--- src/rtl/bram_com_ctrl_if.sv ---
// bram_com_ctrl_if: EPP host pins and the shared BRAM port bundled for bram_com_ctrl.
interface bram_com_ctrl_if #(parameter int ADDR_W = 12, parameter int DATA_W = 8);
  logic stbData, stbAddr, ctrlWr;
  logic [DATA_W-1:0] busEppIn, busEppOut, busEppAddrIn;
  logic [DATA_W-1:0] busBramIn, busBramOut;
  logic [ADDR_W-1:0] busBramAddr;
  logic ctrlWeBram, clkBram, stmBusy;
  modport master (
    output stbData, stbAddr, ctrlWr, busEppIn, busEppAddrIn, busBramIn, stmBusy,
    input  busEppOut, busBramAddr, busBramOut, ctrlWeBram, clkBram
  );
  modport slave (
    input  stbData, stbAddr, ctrlWr, busEppIn, busEppAddrIn, busBramIn, stmBusy,
    output busEppOut, busBramAddr, busBramOut, ctrlWeBram, clkBram
  );
endinterface

--- src/rtl/bram_com_ctrl.sv ---
// bram_com_ctrl: EPP register file (pointer, auto-increment data port, status) bridging to a shared BRAM.
// Define EXT_ADDR_EN to select data registers from busEppAddrIn instead of the address register.
module bram_com_ctrl #(
  parameter int ADDR_W = 12,
  parameter int DATA_W = 8
) (
  input logic clk,
  input logic rstN,
  bram_com_ctrl_if.slave bus
);
  localparam logic [DATA_W-1:0] PTR_LO = 'h0, PTR_HI = 'h1, REG_DATA = 'h2, STATUS = 'h3;
  logic [2:0] syncData, syncAddr;
  logic [1:0] syncWr, warm;
  logic armData, armAddr, rdPend;
  logic [ADDR_W-1:0] ptr;
  logic [DATA_W-1:0] regSel, sel, rdData;
  logic dataFall, dataRise, addrFall, hostWr;
`ifdef EXT_ADDR_EN
  assign sel = bus.busEppAddrIn;
`else
  logic unusedExtSel;
  assign unusedExtSel = ^bus.busEppAddrIn;
  assign sel = regSel;
`endif
  // Strobes must be seen high after reset before a fall counts, so a strobe held across reset is ignored.
  assign addrFall = armAddr & syncAddr[2] & ~syncAddr[1];
  assign dataFall = armData & syncData[2] & ~syncData[1] & syncAddr[1];
  assign dataRise = ~syncData[2] & syncData[1];
  assign hostWr = ~syncWr[1];
  assign bus.busBramAddr = ptr;
  assign bus.clkBram = clk;
  always_comb begin
    rdData = sel == PTR_LO   ? ptr[DATA_W-1:0] :
             sel == PTR_HI   ? DATA_W'(ptr[ADDR_W-1:DATA_W]) :
             sel == REG_DATA ? (bus.stmBusy ? '1 : bus.busBramIn) :
             sel == STATUS   ? DATA_W'(bus.stmBusy) : '0;
  end
  always_ff @(posedge clk or negedge rstN) begin
    if (!rstN) begin
      syncData <= '1;
      syncAddr <= '1;
      syncWr <= '1;
      warm <= '0;
      armData <= 1'b0;
      armAddr <= 1'b0;
      rdPend <= 1'b0;
      ptr <= '0;
      regSel <= '0;
      bus.busEppOut <= '0;
      bus.busBramOut <= '0;
      bus.ctrlWeBram <= 1'b0;
    end else begin
      syncData <= {syncData[1:0], bus.stbData};
      syncAddr <= {syncAddr[1:0], bus.stbAddr};
      syncWr <= {syncWr[0], bus.ctrlWr};
      warm <= {warm[0], 1'b1};
      armData <= armData | (warm[1] & syncData[1]);
      armAddr <= armAddr | (warm[1] & syncAddr[1]);
      bus.ctrlWeBram <= 1'b0;
      if (bus.ctrlWeBram || (dataRise && rdPend && !bus.stmBusy)) ptr <= ptr + 1'b1;
      if (dataRise) rdPend <= 1'b0;
      if (addrFall && hostWr) regSel <= bus.busEppIn;
      if (addrFall && !hostWr) bus.busEppOut <= regSel;
      if (dataFall && !hostWr) begin
        bus.busEppOut <= rdData;
        rdPend <= sel == REG_DATA && !bus.stmBusy;
      end
      if (dataFall && hostWr) begin
        if (sel == PTR_LO) ptr[DATA_W-1:0] <= bus.busEppIn;
        if (sel == PTR_HI) ptr[ADDR_W-1:DATA_W] <= bus.busEppIn[ADDR_W-DATA_W-1:0];
        if (sel == REG_DATA && !bus.stmBusy) begin
          bus.busBramOut <= bus.busEppIn;
          bus.ctrlWeBram <= 1'b1;
        end
      end
    end
  end
endmodule

--- src/flat_wrapper.sv ---
// flat-port wrapper written by rule: the top's interface ports become plain ports
module bram_com_ctrl_flat 
#(
  parameter int ADDR_W = 12,
  parameter int DATA_W = 8
)
  (clk, rstN, bus_stbData, bus_stbAddr, bus_ctrlWr, bus_busEppIn, bus_busEppAddrIn, bus_busBramIn, bus_stmBusy, bus_busEppOut, bus_busBramAddr, bus_busBramOut, bus_ctrlWeBram, bus_clkBram);
  bram_com_ctrl_if #(.ADDR_W(ADDR_W), .DATA_W(DATA_W)) bus_i ();
  input logic clk;
  input logic rstN;
  input wire logic [$bits(bus_i.stbData)-1:0] bus_stbData;
  input wire logic [$bits(bus_i.stbAddr)-1:0] bus_stbAddr;
  input wire logic [$bits(bus_i.ctrlWr)-1:0] bus_ctrlWr;
  input wire logic [$bits(bus_i.busEppIn)-1:0] bus_busEppIn;
  input wire logic [$bits(bus_i.busEppAddrIn)-1:0] bus_busEppAddrIn;
  input wire logic [$bits(bus_i.busBramIn)-1:0] bus_busBramIn;
  input wire logic [$bits(bus_i.stmBusy)-1:0] bus_stmBusy;
  output wire logic [$bits(bus_i.busEppOut)-1:0] bus_busEppOut;
  output wire logic [$bits(bus_i.busBramAddr)-1:0] bus_busBramAddr;
  output wire logic [$bits(bus_i.busBramOut)-1:0] bus_busBramOut;
  output wire logic [$bits(bus_i.ctrlWeBram)-1:0] bus_ctrlWeBram;
  output wire logic [$bits(bus_i.clkBram)-1:0] bus_clkBram;
  assign bus_i.stbData = bus_stbData;
  assign bus_i.stbAddr = bus_stbAddr;
  assign bus_i.ctrlWr = bus_ctrlWr;
  assign bus_i.busEppIn = bus_busEppIn;
  assign bus_i.busEppAddrIn = bus_busEppAddrIn;
  assign bus_i.busBramIn = bus_busBramIn;
  assign bus_i.stmBusy = bus_stmBusy;
  assign bus_busEppOut = bus_i.busEppOut;
  assign bus_busBramAddr = bus_i.busBramAddr;
  assign bus_busBramOut = bus_i.busBramOut;
  assign bus_ctrlWeBram = bus_i.ctrlWeBram;
  assign bus_clkBram = bus_i.clkBram;
  bram_com_ctrl #(.ADDR_W(ADDR_W), .DATA_W(DATA_W)) u_core (.clk(clk), .rstN(rstN), .bus(bus_i));
endmodule
--- config.mk ---
export PLATFORM = sky130hd
export DESIGN_NAME = bram_com_ctrl_flat
export DESIGN_NICKNAME = d
export VERILOG_FILES = /design/src/rtl/bram_com_ctrl_if.sv /design/src/rtl/bram_com_ctrl.sv /design/src/flat_wrapper.sv
export SDC_FILE = /design/constraint.sdc
export NUM_CORES = 1
export LEC_CHECK = 0
export BUFFER_PORTS_ARGS = -buffer_cell sky130_fd_sc_hd__buf_2
export CORE_MARGIN = 1
export CORE_UTILIZATION = 43
export CTS_BUF_LIST = sky130_fd_sc_hd__clkbuf_4 sky130_fd_sc_hd__clkbuf_8
export DETAILED_ROUTE_END_ITERATION = 12
export HOLD_SLACK_MARGIN = 0.06
export PLACE_DENSITY = 0.67
export SLEW_MARGIN = 15
export SYNTH_ARGS = -nofsm -noshare
export SYNTH_HDL_FRONTEND = slang
export SYNTH_SLANG_ARGS = --single-unit
--- constraint.sdc ---
create_clock -name clk -period 7 [get_ports clk]
set_input_delay 0.35 -clock clk [delete_from_list [all_inputs] [get_ports clk]]
set_output_delay 0.35 -clock clk [all_outputs]
set_load 0.05 [all_outputs]
==> run metrics <==
status completed; GRT Total Usage 0.2017; clock skew around 0.0070 ns; Area Growth Syn to Fin 19.32%; antenna cells 0; total gr overflow 0; share of the synthesized area in the top cell type 0.4398; Seq cells post-synth 50; Synth Area in Compound Gates 0.1136; most common cell in the netlist dfrtp_1; CTS tree built; Yosys warnings 0; vias in the first global route ~1700; Core Box Area 5238 um^2; IO Pins 60; critical path's slowest cell buf_2; DRT Pass-1 Iters 4; clock slew at the register clock pins of the worst setup and hold paths roughly 0.09 ns; setup violators final 0; Worst EP arrival 3.93 ns; setup repair bufs after CTS 0; total negative slack 0 ns; vias ~1700; initial antenna violation count 0; Worst Path Required 6.65 ns; mean area per synthesized cell 12.32 um^2; Max Cap Viol 0; utilization after layout 0.5444; Post-Syn Area roughly 2400 um^2; drc violations 0; share of cells above drive strength 1 0.4080; EDFF count, synth 0; critical path peak fanout 2; Nets 280; Final Total Pwr 0.0008122 W; synth unique cells 44; Async SR Flop Fraction 1.000; Cells after Synth between 150 and 200; crit path buf inv count 3; Post-Synth Adder-Cell Area 0.005236; worst slew pin tran between 0.6 and 0.7 ns; crit-path most repeated cell clkbuf_8; RSZ-0062 raised after global routing false; cell accounting for the most synthesized area dfrtp_1; total die area 5860 um^2; Placer Congestion 0.8098; hold_ws 0.03575 ns; Seq. cell area 1261 um^2; Worst path top cell family by delay buffers and inverters; global-route wire length before repair 8935 um; ranking of synthesized cells by area dfrtp_1 44%, dfstp_2 8.8%, mux2_2 8.5%, mux2_4 5.0%, xnor2_1 3.3%; crit path cell chain clkbuf_8 -> clkbuf_8 -> buf_2; sequential element share of the synthesized area 0.5277; post_cts resized 0; Starting Density 0.4563; dominant synthesized flop cell dfrtp_1; max-slew violations 0; Cell Rows 26; DR iter-0 viols between 70 and 80; Synth Area in Simple Gates 0.1236; pwr/cell area 284.8 nW/um^2; die span in x roughly 77 um; post-route ant nets 0; die height 76.55 um; largest net degree at the start of global routing between 50 and 60; largest family of logic cells by synthesized area multiplexers; Crit. End Element output pin; multi-input logic area 1047 um^2; peak supply drop approximately 0.19 mV; most instantiated cells after synthesis 42 x dfrtp_1, 18 x mux2_2, 11 x nand2_1; Final Hold Viols 0; Clock Latency Late Sink 0.41 ns; final wirelength 5254 um; PortBufs 51; kind of critical path clock port to output pin; crit path launch type clock port; WL per Instance 16.42 um; FILL cells 460; post-synthesis mux area share 0.1518; Post-Synth XOR/XNOR Area 0.04031; Hold Path Class input port to async pin; Lkg Pwr 1.297 nW; CTS Hold Bufs 3; Rel. slew slack 0.5442; Crit path largest cell delay roughly 0.2 ns; Synth Net Count between 200 and 250; Vias per Instance roughly 5.4
## cells by family after synthesis
family                     count (synthesis)
DFF                                       50
muxes                                     30
and+or+nand+nor                           48
AOI/OAI and AO/OA                         37
buffers and inverters                     16
adders and majority gates                  1
other                                      1
xor gates and xnor gates                  11
## cells in the final DEF (no fill, tap or decap), types with 2 or more instances in the layout
master,n
a2111oi_0,2
a211o_1,3
a21o_1,2
a221o_1,3
a31oi_1,6
and2_1,2
and3_1,2
and4_1,2
buf_2,51
buf_4,2
clkbuf_8,9
dfrtp_1,42
dfstp_2,8
dlygate4sd3_1,3
inv_1,5
mux2_2,18
mux2_4,8
mux2i_1,4
nand2_1,11
nand2b_1,2
nand3_1,2
nand4_1,2
nand4b_1,2
nor2_1,4
nor2b_1,5
nor4_1,4
o2111ai_1,5
o21ai_0,6
o22ai_1,4
o41ai_1,3
or4_4,2
xnor2_1,9
xor2_1,2
## power breakdown
group,switching [W],total [W],internal [W]
clock network,0.000124,0.000248,0.000124
registers,0.0000424,0.000367,0.000325
logic,0.000131,0.000197,0.0000661
total,0.000297,0.000812,0.000515
## through the flow
stage	cell area, um^2	std cells	setup slack, ns
floorplan	2390	194	2.983
global placement	2680	306	2.962
detailed placement	2680	306	2.962
CTS	2846	320	2.716
global route	2851	320	2.713
finish	2851	320	2.723
## flip-flops by register name, summed over array words and instances, names as in the netlist
signal and cells:
u_core.armAddr 1, u_core.armData 1, u_core.bus.busBramAddr 12, u_core.bus.busBramOut 8
u_core.bus.busEppOut 8, u_core.bus.ctrlWeBram 1, u_core.rdPend 1, u_core.regSel 8
u_core.syncAddr 3, u_core.syncData 3, u_core.syncWr 2, u_core.warm 2
## worst paths after layout
| kind | start | slack (ns) | end | cells after the start |
|---|---|---|---|---|
| worst max-delay path | clk | 2.72 | bus_clkBram | 3 |
| worst max register to register | u_core.regSel[5] | 4.40 | u_core.bus.busBramOut[7] | 4 |
| min in group clk | bus_busEppIn[6] | 0.20 | u_core.bus.busBramOut[6] | 2 |
| worst min register to register | u_core.warm[0] | 0.35 | u_core.warm[1] | 0 |
| worst min-delay path | rstN | 0.04 | u_core.warm[1] | 2 |
| max in group asynchronous | rstN | 6.55 | u_core.bus.busEppOut[5] | 2 |
## final cells by class
type,instances,area share
Sequential cell,50,0.4423
Clock buffer,11,0.04783
Multi-Input combinational cell,128,0.3673
Inverter,5,0.006582
Clock inverter,1,0.001755
Timing Repair Buffer,55,0.1036
Tap cell,70,0.03072
## layer usage
layer | global-route usage | part of all wire | up-vias
met1 | 0.2831 | 0.50 | 829
met5 | 0 | 0 | -
met3 | 0.04431 | 0.038 | 9
met2 | 0.2964 | 0.44 | 49
li1 | - | - | 835
met4 | 0.09231 | 0.019 | 0
(Power assumes the default switching activity.)
